$ cat config.mk
export PLATFORM = sky130hd
export DESIGN_NAME = updown_counter_hex
export DESIGN_NICKNAME = d
export VERILOG_FILES = /design/src/rtl/counter_pkg.sv /design/src/rtl/hex_seg7.sv /design/src/rtl/updown_counter_hex.sv
export SDC_FILE = /design/constraint.sdc
export NUM_CORES = 1
export LEC_CHECK = 0
export CORE_ASPECT_RATIO = 1.1
export CORE_MARGIN = 2
export CORE_UTILIZATION = 27
export DETAILED_ROUTE_END_ITERATION = 10
export PLACE_DENSITY = 0.49
export SYNTH_ARGS = -nofsm -noshare
export SYNTH_HDL_FRONTEND = slang
export SYNTH_SLANG_ARGS = --single-unit
$ cat constraint.sdc
create_clock -name clock -period 4.75 [get_ports clock]
set_input_delay 0.95 -clock clock [delete_from_list [all_inputs] [get_ports clock]]
set_output_delay 0.95 -clock clock [all_outputs]
set_load 0.02 [all_outputs]
$ cat src/rtl/counter_pkg.sv
// Shared constants and helpers for the up/down counter with hex readout.
// Segment patterns are active-low, ordered a..g from bit 6 down to bit 0.
package counter_pkg;

  localparam int SEG_W = 7;
  localparam logic [SEG_W-1:0] SEG_BLANK = 7'b1111111;

  function automatic logic [SEG_W-1:0] seg_lookup(input logic [3:0] nibble);
    logic [SEG_W-1:0] seg;
    case (nibble)
      4'h0: seg = 7'b0000001;
      4'h1: seg = 7'b1001111;
      4'h2: seg = 7'b0010010;
      4'h3: seg = 7'b0000110;
      4'h4: seg = 7'b1001100;
      4'h5: seg = 7'b0100100;
      4'h6: seg = 7'b0100000;
      4'h7: seg = 7'b0001111;
      4'h8: seg = 7'b0000000;
      4'h9: seg = 7'b0001100;
      4'hA: seg = 7'b0001000;
      4'hB: seg = 7'b1100000;
      4'hC: seg = 7'b0110001;
      4'hD: seg = 7'b1000010;
      4'hE: seg = 7'b0110000;
      default: seg = 7'b0111000;
    endcase
    return seg;
  endfunction

  function automatic int digit_count(input int width);
    return (width + 3) / 4;
  endfunction

endpackage

$ cat src/rtl/hex_seg7.sv
// One hex digit decoder: nibble to active-low 7-segment pattern, with a
// blank override for leading-zero suppression.
module hex_seg7
  import counter_pkg::*;
(
  input  logic [3:0]       nibble,
  input  logic             blank,
  output logic [SEG_W-1:0] seg
);

  always_comb begin
    seg = seg_lookup(nibble);
    if (blank) seg = SEG_BLANK;
  end

endmodule

$ cat src/rtl/updown_counter_hex.sv
// Up/down modulo counter with load, clear and wrap pulse, driving one
// active-low 7-segment display per nibble of the registered count.
module updown_counter_hex
  import counter_pkg::*;
#(
  parameter int  WIDTH         = 8,
  parameter bit  BLANK_LEADING = 1'b0,
  localparam int DIGITS        = digit_count(WIDTH)
) (
  input  logic                   clock,
  input  logic                   reset,
  input  logic                   enable,
  input  logic                   up_down,
  input  logic                   sclr,
  input  logic                   load,
  input  logic [WIDTH-1:0]       load_value,
  input  logic [WIDTH-1:0]       max_value,
  output logic [WIDTH-1:0]       count,
  output logic                   wrap,
  output logic [SEG_W*DIGITS-1:0] hex
);

  localparam int PAD_W = 4 * DIGITS;

  logic [WIDTH-1:0] count_q, count_d;
  logic             wrap_q, wrap_d;

  // Up-wrap uses >= so a loaded value above max_value recovers in one step.
  always_comb begin
    count_d = count_q;
    wrap_d  = 1'b0;
    if (sclr) begin
      count_d = '0;
    end else if (load) begin
      count_d = load_value;
    end else if (enable) begin
      if (up_down) begin
        if (count_q >= max_value) begin
          count_d = '0;
          wrap_d  = 1'b1;
        end else begin
          count_d = count_q + WIDTH'(1);
        end
      end else begin
        if (count_q == '0) begin
          count_d = max_value;
          wrap_d  = 1'b1;
        end else begin
          count_d = count_q - WIDTH'(1);
        end
      end
    end
  end

  always_ff @(posedge clock or negedge reset) begin
    if (!reset) begin
      count_q <= '0;
      wrap_q  <= 1'b0;
    end else begin
      count_q <= count_d;
      wrap_q  <= wrap_d;
    end
  end

  assign count = count_q;
  assign wrap  = wrap_q;

  logic [PAD_W-1:0]  count_pad;
  logic [DIGITS-1:0] blank;

  assign count_pad = PAD_W'(count_q);

  // blank[i] chains downward from the top digit; digit 0 always shows.
  for (genvar i = 0; i < DIGITS; i++) begin : g_digit
    if (i == 0) begin : g_lsd
      assign blank[i] = 1'b0;
    end else if (i == DIGITS - 1) begin : g_msd
      assign blank[i] = BLANK_LEADING && (count_pad[4*i +: 4] == 4'h0);
    end else begin : g_mid
      assign blank[i] = BLANK_LEADING && (count_pad[4*i +: 4] == 4'h0) && blank[i+1];
    end

    hex_seg7 u_seg (
      .nibble (count_pad[4*i +: 4]),
      .blank  (blank[i]),
      .seg    (hex[SEG_W*i +: SEG_W])
    );
  end

endmodule

### Yosys cells after proc, flatten, opt, wreduce, memory -nomap -nowiden

Memories as Yosys holds them, arrays and structs flattened.
Cells that the tools add are included.

* $add $sub $neg: 2
* $lt $le $gt $ge: 1
* mux-type cells: 12
* reductions and logical operators: 2

Operators with widths (count)
* $mux W8: 6
* $add A8 B1 Y8 const B: 1
* $ge A8 B8 Y1: 1
* $logic_not A8 Y1: 1
* $sub A8 B1 Y8 const B: 1
* $mux W1: 6
* $reduce_bool A3 Y1: 1

* flip-flop bits (word level): 9
* memory bits (read-only): 224
* input port bits: 22
* output and inout bits: 23
* logic and storage cells: 21
* memories kept: 2

Memories
* (name not given): words 16, bits a word 7, read ports 1, clocked after memory_dff 0, wr ports 0, RTL line counter_pkg.sv:10 `case (nibble)`
* (name not given): words 16, bits a word 7, read ports 1, clocked after memory_dff 0, wr ports 0, RTL line counter_pkg.sv:10

### Longest topological paths before layout

Gate-level depths: netlist of the first run.

* depth in word-level cells: 6
* depth in mapped cells: 8
* mapped depth without buffers: 7

### By module

From an unflattened synthesis of the first run, not the netlist that was laid out.

* cells, all modules: 231
* area total of the unflattened synthesis: 1701.6 um^2

By module, submodules not included
* updown_counter_hex: instances 1, cells each 152, area an instance 1143.6 um^2, seq. area each 225.2 um^2
* hex_seg7 at g_digit[0].u_seg: instances 1, cells each 40, area an instance 281.5 um^2, seq. area each 0.0 um^2
* hex_seg7 at g_digit[1].u_seg: instances 1, cells each 39, area an instance 276.5 um^2, seq. area each 0.0 um^2

### Worst setup path before layout of the first run

OpenSTA, ideal clock, no wires.

* path type: register to output
* from: register count_q[4], in the netlist count[4]
* to: output hex[9]
* arrival time: 1.837 ns
* data required time: 3.800 ns
* path slack: 1.963 ns
* stages on the path, launching flop included: 6
* buffers on the path: 1
* cell sequence: dfrtp_1 > clkbuf_2 > clkinv_1 > ha_1 > mux2_2 > o21ai_0

* word-level cells in the longest chain between the ends: 1

RTL lines
* from (decl): RTL line updown_counter_hex.sv:25 `logic [WIDTH-1:0] count_q, count_d;`
* from (signal assigned): RTL line updown_counter_hex.sv:60 `count_q <= count_d;`
* $mem_v2 Z16 W7
* to (decl): RTL line updown_counter_hex.sv:20 `output logic [SEG_W*DIGITS-1:0] hex`

Every way passes these cells.

### Worst setup path in the final report of the first run

* from: register count_q[4], in the netlist count[4]
* to: output hex[10]

The elaborated chain is that of the path after synthesis.

==> results of run 1 <==
-- how the worst max path moves through the flow --
stage	start	endpoint	slack, ns	depth (start not counted)
2_1_floorplan	count[4]	hex[9]	1.96	5
3_3_place_gp	count[5]	hex[13]	1.56	6
3_5_place_dp	count[4]	hex[10]	1.51	6
4_1_cts	count[4]	hex[10]	1.28	6
5_1_grt	count[4]	hex[10]	1.01	6
6_report	count[4]	hex[10]	1.30	6
-- kinds of logic (layout without fill, tap and decap cells) --
| family | count (synthesis) | after routing | synth area share [%] |
|---|---|---|---|
| compound gates | 74 | 74 | 33.0 |
| simple gates | 66 | 66 | 23.0 |
| buf+inv | 34 | 68 | 9.16 |
| fa+ha+maj | 17 | 17 | 13.8 |
| flops | 9 | 9 | 14.6 |
| mux | 7 | 7 | 4.78 |
| xor+xnor | 3 | 3 | 1.70 |
-- layout by cell type (no fill, tap or decap), types with 3 or more instances in the layout --
master	n
clkdlybuf4s50_1	44
a31oi_1	9
nor2_1	18
clkbuf_8	3
a21o_1	3
o22ai_1	3
ha_1	17
nand2_1	20
dfrtp_1	9
o2bb2ai_1	4
a211o_1	3
mux2i_1	4
xnor2_1	3
o21ai_0	13
nand3_1	6
nor4_1	3
nand4_1	3
or3_1	3
inv_1	17
a21oi_1	17
o31ai_1	4
o211ai_1	5
-- per-stage QoR --
step | std cells | util, % | hold WS, ns
finish | 319 | 37.6 | 0.826
global route | 319 | 37.6 | 0.919
CTS | 319 | 37.6 | 0.839
detailed placement | 315 | 36.8 | 0.830
global placement | 315 | 36.8 | 0.833
floorplan | 210 | - | 0.654
-- cell type report --
type / instances / share of cell area, %
Clock buffer: 4 / 2.19
Sequential cell: 9 / 10.9
Inverter: 20 / 3.65
Timing Repair Buffer: 44 / 21.4
Multi-Input combinational cell: 167 / 57.2
Tap cell: 75 / 4.56
-- power by group through the flow --
stage	sequential, mW	clock, mW	combinational (mW)
2_1_floorplan	0.105	0	0.193
3_3_place_gp	0.119	0	0.288
3_5_place_dp	0.119	0	0.288
4_1_cts	0.117	0.0935	0.289
5_1_grt	0.121	0.0964	0.316
6_report	0.117	0.0926	0.287
-- state kept, by name, summed over array words and instances, names as in the netlist --
name   count
count      8
wrap       1
-- tightest hold or removal path, stage by stage, from the launching register on --
cell	delay (ns)
dfrtp_1	0.52
inv_1	0.18
o2bb2ai_1	0.08
-- metal layers --
layer	GRT usage (%)	share of wire, %	vias to the layer above
met5	0	0	-
met3	2.17	4.7	8
met4	3.31	1.1	0
met2	21.6	43	45
li1	-	-	842
met1	22.1	51	744
==> impl_results.md, run 1 <==
* Final worst slack at 1.30 ns
* CP Cell Sequence: clkinv_1, ha_1, nand2_1, o21ai_0, o21ai_0, clkdlybuf4s50_1
* Critical Path Fanout Max at 14
* Diode count at 0
* Gates resized, CTS repair at 0
* Relative slew margins at 40.2%
* Sequential share of power at 23.6%
* PortBufs at 44
* Post-Route WL at 4.64 mm
* Clock skew at 0.00221 ns
* DRT Pass-1 Iters at 4
* CTS sink cnt at 9
* Final Setup Violations at 0
* Minimum clock period at 3.45 ns
* R2R Path Start: count[4]
* PnR Total Power at 0.497 mW
* Worst R2R Path Depth at 7
* Worst Tran Pin Value at 0.897 ns
* Clock root buffer: clkbuf_8
* Die Y at 83.3 um
* Synth Register Bits at 9
* Clk buf depth at 2
* EDFF count, synth at 0
* R2R Setup Slk at 2.19 ns
* DR vias at 1639
* Largest delay contributor family on the critical path: buffers and inverters
* Hold Crit Class: reg2reg
* Internal at 0.280 mW
* Area post-placement at 2010 sq um
* Synth cell count leaders: nand2_1 (20), nor2_1 (18), a21oi_1 (17), ha_1 (17), inv_1 (17)
* Worst Path Required at 3.80 ns
* Slowest cell on the critical path: dfrtp_1
* Area Growth Syn to Fin at 33.2%
* Final HPWL from detailed placement at 3.46 mm
* Final net count at 284
* Yosys warning total at 0
* Routed wire per std cell at 14.6 um
* Logic pwr share at 57.7%
* Initial antenna violation count at 0
* Fin. Hold Viols at 0
* Gr usage total at 14.6%
* Final period utilization at 72.6%
* RSZ-0062 raised after global routing: false
* Worst-path clk slew at 0.05 ns
* Netlist cell types at 49
* Crit-path max cell delay at 0.64 ns
* Antenna Nets Post-Route at 0
* NetSw at 0.217 mW
* Maximum vdd drop at 0.000101 V
* Fillcell total at 615
* Slew Limit Fails at 0
* Crit Path Category: reg2out
* Share of layout cells above drive strength 1 at 6.97%
* Top cells by area, synth: dfrtp_1 (15%), ha_1 (14%), a21oi_1 (5.5%), nand2_1 (4.9%), nor2_1 (4.4%)
* DRT iter0 DRCs at 112
* Crit path launch type: register
* Post-route cell area at 2060 sq um
* Post-synth top area share at 14.6%
* WP buf/inv at 2
* Most common cell in the netlist: nand2_1
* Residual DRC at 0
* Register area at 225 sq um
* Largest net degree at the start of global routing at 28
* Place WS at 1.51 ns
* Clock Latency Late Sink at 0.23 ns
* Post-synthesis instance total at 210
* Fraction of registers with async set/reset at 100%
* Post-CTS Setup Inserts at 0
* P_leak at 0.852 nW
* Crit. End Element: output pin
* Post-synthesis cell area at 1540 sq um
* Clock Power Share at 18.6%
* Hold Buf Count CTS at 0
* Starting density of the core at 28.3%
* Hold endpoint: count[5]
* DR vias/cell at 5.14
* I/O pins at 45
* Worst r2r dst: count[3]
* First-pass GRT wire length at 7.73 mm
* Number of global-route vias before repair at 1484
* F_max at 290 MHz
* Register area share after synthesis at 14.6%
* WHS Path Cells at 2
* Remaining Overflow, GRT at 0
* Pwr per Cell Area at 241 nW/um^2
* Number of max-cap violations at 0
* Core Region at 5470 sq um
* Switching Share at 43.6%
* Die Area at 6340 sq um
* Syn_nets at 249
* Gp weighted congestion at 0.760
* CTS tree: yes
* Ys flop type: dfrtp_1
* Hold Startpoint: count[5]
* Chip width at 76.1 um
* Area of the multi-input gates at 1180 sq um
* Row count at 28
* CTS H-tree depth at 1
* Syn Area/Cell at 7.35 sq um
* Yosys top cell by area: dfrtp_1
* Total CTS buffers at 3
* Critical Path AT at 2.50 ns
* Status: complete, no violations
* Most common cell on crit path: o21ai_0
* Setup TNS at 0 ns
No activity file was read; power rests on OpenSTA's default activity.
==> run 2, diff against run 1 <==
- PLACE_DENSITY: 0.49 -> 0.51
- clock period: 4.75 -> 2.8 ns (I/O delays scaled with it)
==> run 2 against run 1 <==
Net effect: first-iteration DRC count grew 0.89%; global-route usage grew 0.90 points; total power grew 73%; critical path depth is the same; critical path type unchanged; sequential cell count is the same; cell count grew 3.8%.
==> impl_results.md, run 2 (synthesis results as in run 1) <==
* Status: complete, no violations (unchanged)
* Post-Route WL at 4.64 mm (about the same)
* Clock Latency Late Sink at 0.23 ns (about the same)
* Relative slew margins at 57.9% (was 40.2%)
* Crit Path Category: reg2out (unchanged)
* CTS sink cnt at 9 (unchanged)
* Critical Path Fanout Max at 7 (was 14)
* Hold Crit Class: in2async (was reg2reg)
* Total CTS buffers at 3 (unchanged)
* Number of max-cap violations at 0 (unchanged)
* Fin. Hold Viols at 0 (unchanged)
* I/O pins at 45 (unchanged)
* PortBufs at 44 (unchanged)
* Most frequent cells in the layout: clkdlybuf4s50_1 (41), nand2_1 (20), nor2_1 (18) (was clkdlybuf4s50_1 (44), nand2_1 (20), nor2_1 (18))
* Chip width at 76.1 um (unchanged)
* Final Setup Violations at 0 (unchanged)
* Most common cell on crit path: inv_1 (was o21ai_0)
* Final period utilization at 94.5%
* Slowest cell on the critical path: clkdlybuf4s50_1 (was dfrtp_1)
* Maximum vdd drop at 0.000191 V (was 0.000101 V)
* Clock skew at 0.000277 ns (was 0.00221 ns)
* Die Area at 6340 sq um (unchanged)
* Clock root buffer: clkbuf_8 (unchanged)
* Largest net degree at the start of global routing at 22 (was 28)
* Row count at 28 (unchanged)
* Remaining Overflow, GRT at 0 (unchanged)
* CTS H-tree depth at 1 (unchanged)
* PnR Total Power at 0.858 mW (was 0.497 mW)
* Worst Tran Pin Value at 0.627 ns (was 0.897 ns)
* Final HPWL from detailed placement at 3.61 mm (was 3.46 mm)
* Gp weighted congestion at 0.795 (was 0.760)
* Antenna Nets Post-Route at 0 (unchanged)
* Worst Path Required at 2.24 ns (was 3.80 ns)
* DR vias at 1647 (was 1639)
* First-pass GRT wire length at 8.18 mm (was 7.73 mm)
* Die Y at 83.3 um (unchanged)
* Pwr per Cell Area at 398 nW/um^2 (was 241 nW/um^2)
* DR vias/cell at 4.98 (was 5.14)
* Share of layout cells above drive strength 1 at 12.5% (was 6.97%)
* Gr usage total at 15.5% (was 14.6%)
* Crit-path max cell delay at 0.63 ns (was 0.64 ns)
* Final net count at 296 (was 284)
* CP Cell Sequence: inv_1, ha_1, inv_1, a211o_1, o31ai_1, clkdlybuf4s50_1 (was clkinv_1, ha_1, nand2_1, o21ai_0, o21ai_0, clkdlybuf4s50_1)
* Fillcell total at 596 (was 615)
* Routed wire per std cell at 14.0 um (was 14.6 um)
* Worst-path clk slew at 0.05 ns (about the same)
* Starting density of the core at 28.3% (unchanged)
* Crit. End Element: output pin (unchanged)
* Minimum clock period at 2.65 ns
* Clk buf depth at 2 (unchanged)
* Setup TNS at 0 ns (unchanged)
* F_max at 378 MHz
* CTS tree: yes (unchanged)
* Number of global-route vias before repair at 1601 (was 1484)
* P_leak at 0.953 nW (was 0.852 nW)
* Area of the multi-input gates at 1180 sq um (unchanged)
* Initial antenna violation count at 0 (unchanged)
* Residual DRC at 0 (unchanged)
* DRT iter0 DRCs at 113 (was 112)
* Post-CTS Setup Inserts at 0 (unchanged)
* RSZ-0062 raised after global routing: false (unchanged)
* Largest register FFs at 8 (unchanged)
* DRT Pass-1 Iters at 4 (unchanged)
* Slew Limit Fails at 0 (unchanged)
* Area Growth Syn to Fin at 39.7% (was 33.2%)
* Register area at 228 sq um (was 225 sq um)
* Core Region at 5470 sq um (unchanged)
* Critical Path AT at 2.09 ns (was 2.50 ns)
* Crit path launch type: register (unchanged)
* Most common cell after layout, fill and taps aside: clkdlybuf4s50_1 (unchanged)
* Diode count at 0 (unchanged)
## run 2: cell types whose count changed in the layout (fill, tap and decap cells not counted)
cell             before  now
clkdlybuf4s50_1      44   41
clkinv_1              1    0
dfrtp_2               0    2
buf_4                 0   12
dfrtp_1               9    7
inv_2                 2    3
dlymetal6s2s_1        0    3
## run 2: repair_timing
item / in CTS / in global routing
hold buffers: 0 / 0
setup endpoints to repair: 0 / 8
resized for setup: 0 / 6
## run 2: power breakdown
group / total (mW) / switching [mW] / internal [mW]
Combinational: 0.540 / 0.288 / 0.252
Sequential: 0.167 / 0.0246 / 0.142
Clock: 0.151 / 0.0515 / 0.0993
## run 2: worst max-delay path, delay by kind of cell, from the launching register on
| family | cells | cell delay, ns |
|---|---|---|
| buffers and inverters | 3 | 0.81 |
| adder cells (fa/ha/maj) | 1 | 0.24 |
| AO/OA/AOI/OAI | 2 | 0.35 |
| flip-flops | 1 | 0.46 |
## run 2: stage by stage
step                      hold WS [ns]  utilization, %  cells  setup slack, ns  cell area, sq um
after floorplan                  0.264               -    210            0.403              1540
after global placement           0.690            38.5    327            0.140              2100
after detailed placement         0.682            38.5    327            0.123              2100
after CTS                        0.666            39.3    331          0.00506              2150
after global routing             0.686            39.5    331           0.0305              2160
final                            0.654            39.5    331            0.153              2160
## run 2: path summary, 6_finish.rpt
check	from	end	slack, ns	depth (start not counted)
min in group clock	count[4]	count[4]	0.67	2
hold / removal	reset	count[6]	0.65	1
max in group asynchronous	reset	count[1]	1.81	1
setup / recovery	count[1]	hex[6]	0.15	6
setup reg to reg	count[2]	count[4]	0.45	7
hold reg to reg	count[4]	count[4]	0.67	2
## run 2: cell type report
type                       count  area share [%]
inverter                      20            3.48
tap                           75            4.35
timing repair buffer          56            24.9
sequential                     9            10.6
multi-input combinational    167            54.6
clock buffer                   4            2.09
## run 2: per-layer routing
| layer | track usage [%] | wire length [um] |
|---|---|---|
| met3 | 1.96 | 153 |
| met1 | 23.0 | 2390 |
| met5 | 0 | 0 |
| met4 | 3.14 | 23 |
| met2 | 23.9 | 2070 |
==> run 3, diff against run 2 <==
- PLACE_DENSITY: 0.51 -> 0.64
==> run 3 against run 2 <==
Net effect: global-route usage down 0.44 points; worst setup slack worse by 0.0079 ns; combinational power up 0.7%; core utilization down 0.32 points; clock skew up 0.0024 ns; critical path depth unchanged; sequential share of layout area about the same; die area unchanged; cell count down 0.30%; first-iteration DRC count down 32%; register-to-register slack about the same; sequential cell count unchanged; largest power group unchanged.
==> impl_results.md, run 3 (synthesis results as in run 1) <==
* Status: complete, no violations (unchanged)
* Relative slew margins at 57.0% (was 57.9%)
* Most frequent cells in the layout: clkdlybuf4s50_1 (41), nand2_1 (20), nor2_1 (18) (unchanged)
* NetSw at 0.373 mW (was 0.364 mW)
* Worst r2r dst: count[4] (unchanged)
* First-pass GRT wire length at 7.91 mm (was 8.18 mm)
* Met3 Use GR at 2.72% (was 1.96%)
* DR vias at 1763 (was 1647)
* Clock Power Share at 18.2% (was 17.6%)
* RSZ-0062 raised after global routing: false (unchanged)
* Post-CTS Setup Inserts at 0 (unchanged)
* WP buf/inv at 3 (unchanged)
* Register area at 225 sq um (was 228 sq um)
* GRT busiest layer: met2 (unchanged)
* Final HPWL from detailed placement at 3.71 mm (was 3.61 mm)
* CP Cell Sequence: inv_1, ha_1, inv_1, a211o_1, o31ai_1, clkdlybuf4s50_1 (unchanged)
* DRT Pass-1 Iters at 4 (unchanged)
* F_max at 377 MHz (was 378 MHz)
* R2R Setup Slk at 0.44 ns (was 0.45 ns)
* Most common cell on crit path: inv_1 (unchanged)
* Final Setup Violations at 0 (unchanged)
* Remaining Overflow, GRT at 0 (unchanged)
* Fin. Hold Viols at 0 (unchanged)
* Critical Path Fanout Max at 6 (was 7)
* WHS Path Cells at 2
* Hold Crit Class: reg2reg (was in2async)
* Area Growth Syn to Fin at 38.6% (was 39.7%)
* Logic pwr share at 63.2% (was 63.0%)
* Clock root buffer: clkbuf_8 (unchanged)
* Finished Core Util at 39.1% (was 39.5%)
* Area post-placement at 2090 sq um (was 2100 sq um)
* Antenna Nets Post-Route at 0 (unchanged)
* CTS H-tree depth at 1 (unchanged)
* P_leak at 0.927 nW (was 0.953 nW)
* Worst-path clk slew at 0.05 ns (about the same)
* Share of layout cells above drive strength 1 at 11.4% (was 12.5%)
* Clock skew at 0.00270 ns (was 0.000277 ns)
* Crit Path Category: reg2out (unchanged)
* Fillcell total at 597 (was 596)
* PortBufs at 44 (unchanged)
* Gp weighted congestion at 0.831 (was 0.795)
* Die Area at 6340 sq um (unchanged)
* Internal at 0.489 mW (was 0.494 mW)
* Initial antenna violation count at 0 (unchanged)
* I/O pins at 45 (unchanged)
* Number of global-route vias before repair at 1626 (was 1601)
* Slowest cell on the critical path: clkdlybuf4s50_1 (unchanged)
* Starting density of the core at 28.3% (unchanged)
* Slew Limit Fails at 0 (unchanged)
* Largest register FFs at 8 (unchanged)
* Setup TNS at 0 ns (unchanged)
* Crit. End Element: output pin (unchanged)
* Maximum vdd drop at 0.000112 V (was 0.000191 V)
* Clock Latency Late Sink at 0.24 ns (was 0.23 ns)
* Clk buf depth at 2 (unchanged)
* Row count at 28 (unchanged)
* Met1 usage at 20.3% (was 23.0%)
* Diode count at 0 (unchanged)
* Chip width at 76.1 um (unchanged)
* Crit-path max cell delay at 0.64 ns (was 0.63 ns)
* Worst R2R Path Depth at 7 (unchanged)
* Hold Startpoint: count[5]
* Worst Tran Pin Value at 0.639 ns (was 0.627 ns)
* Die Y at 83.3 um (unchanged)
* Residual DRC at 0 (unchanged)
* Pwr per Cell Area at 403 nW/um^2 (was 398 nW/um^2)
* Sequential share of power at 18.7% (was 19.4%)
* Final period utilization at 94.8% (was 94.5%)
* Largest delay contributor family on the critical path: buffers and inverters (unchanged)
* Post-route cell area at 2140 sq um (was 2160 sq um)
* Hold endpoint: count[5]
* CTS tree: yes (unchanged)
* Grt met2 use at 24.9% (was 23.9%)
* Number of max-cap violations at 0 (unchanged)
* Placed insts at 326 (was 327)
* Switching Share at 43.3% (was 42.4%)
* Post-Route WL at 4.71 mm (was 4.64 mm)
* Worst path depth at 6 (unchanged)
* Min Hold Slack at 0.577 ns (was 0.654 ns)
* Total CTS buffers at 3 (unchanged)
* CTS sink cnt at 9 (unchanged)
* Critical Path AT at 2.09 ns (about the same)
* Core Region at 5470 sq um (unchanged)
* Largest net degree at the start of global routing at 22 (unchanged)
* Crit path launch type: register (unchanged)
* Worst Path Required at 2.24 ns (about the same)
* Gr usage total at 15.0% (was 15.5%)
* Finished Layout Cells at 330 (was 331)
* Minimum clock period at 2.65 ns (about the same)
* DR vias/cell at 5.34 (was 4.98)
* Final net count at 295 (was 296)
* DRT iter0 DRCs at 77 (was 113)
* R2R Path Start: count[3] (was count[2])
* Routed wire per std cell at 14.3 um (was 14.0 um)
* Area of the multi-input gates at 1180 sq um (unchanged)
* Most common cell after layout, fill and taps aside: clkdlybuf4s50_1 (unchanged)
==> run 3: metrics by stage <==
stage | power, mW | worst slack (ns)
2_1_floorplan | 0.504 | 0.403
3_5_place_dp | 0.712 | 0.125
5_1_grt | 0.930 | 0.0323
4_1_cts | 0.866 | 0.0629
3_3_place_gp | 0.704 | 0.159
6_report | 0.862 | 0.145
==> run 3: final cells by class <==
class / count / area share [%]
multi-input cells: 167 / 55.0
repair buffers: 55 / 24.4
flip-flops and latches: 9 / 10.5
well taps: 75 / 4.39
inverters: 20 / 3.51
clock buffers: 4 / 2.11
==> run 3: layer usage <==
layer | vias up | share of wire [%]
li1 | 859 | -
met1 | 843 | 46
met2 | 56 | 47
met3 | 5 | 6.0
met4 | 0 | 1.0
met5 | - | 0
==> run 3: worst max-delay path by stage <==
stage                          end         start
after global placement    count[4]  max_value[6]
after floorplan             hex[9]      count[4]
final                       hex[6]      count[1]
after detailed placement  count[4]  max_value[6]
after global routing        hex[0]      count[0]
after CTS                   hex[3]      count[1]
==> run 3: power groups by stage <==
stage | logic, mW | clock network [mW] | registers (mW)
after floorplan | 0.327 | 0 | 0.178
after global placement | 0.542 | 0 | 0.162
after detailed placement | 0.549 | 0 | 0.163
after CTS | 0.547 | 0.159 | 0.161
after global routing | 0.597 | 0.169 | 0.164
final | 0.544 | 0.156 | 0.161
==> run 3: worst min-delay path, stage by stage (launching register included) <==
cell	delay (ns)
dfrtp_1	0.33
inv_1	0.08
o2bb2ai_1	0.12
==> run 3: repair_timing <==
item | 4_1_cts | 5_1_grt
hold buffers | 0 | 0
gates resized for setup | 2 | 2
endpoints found under the hold margin | 0 | 0
setup endpoints to repair | 2 | 3
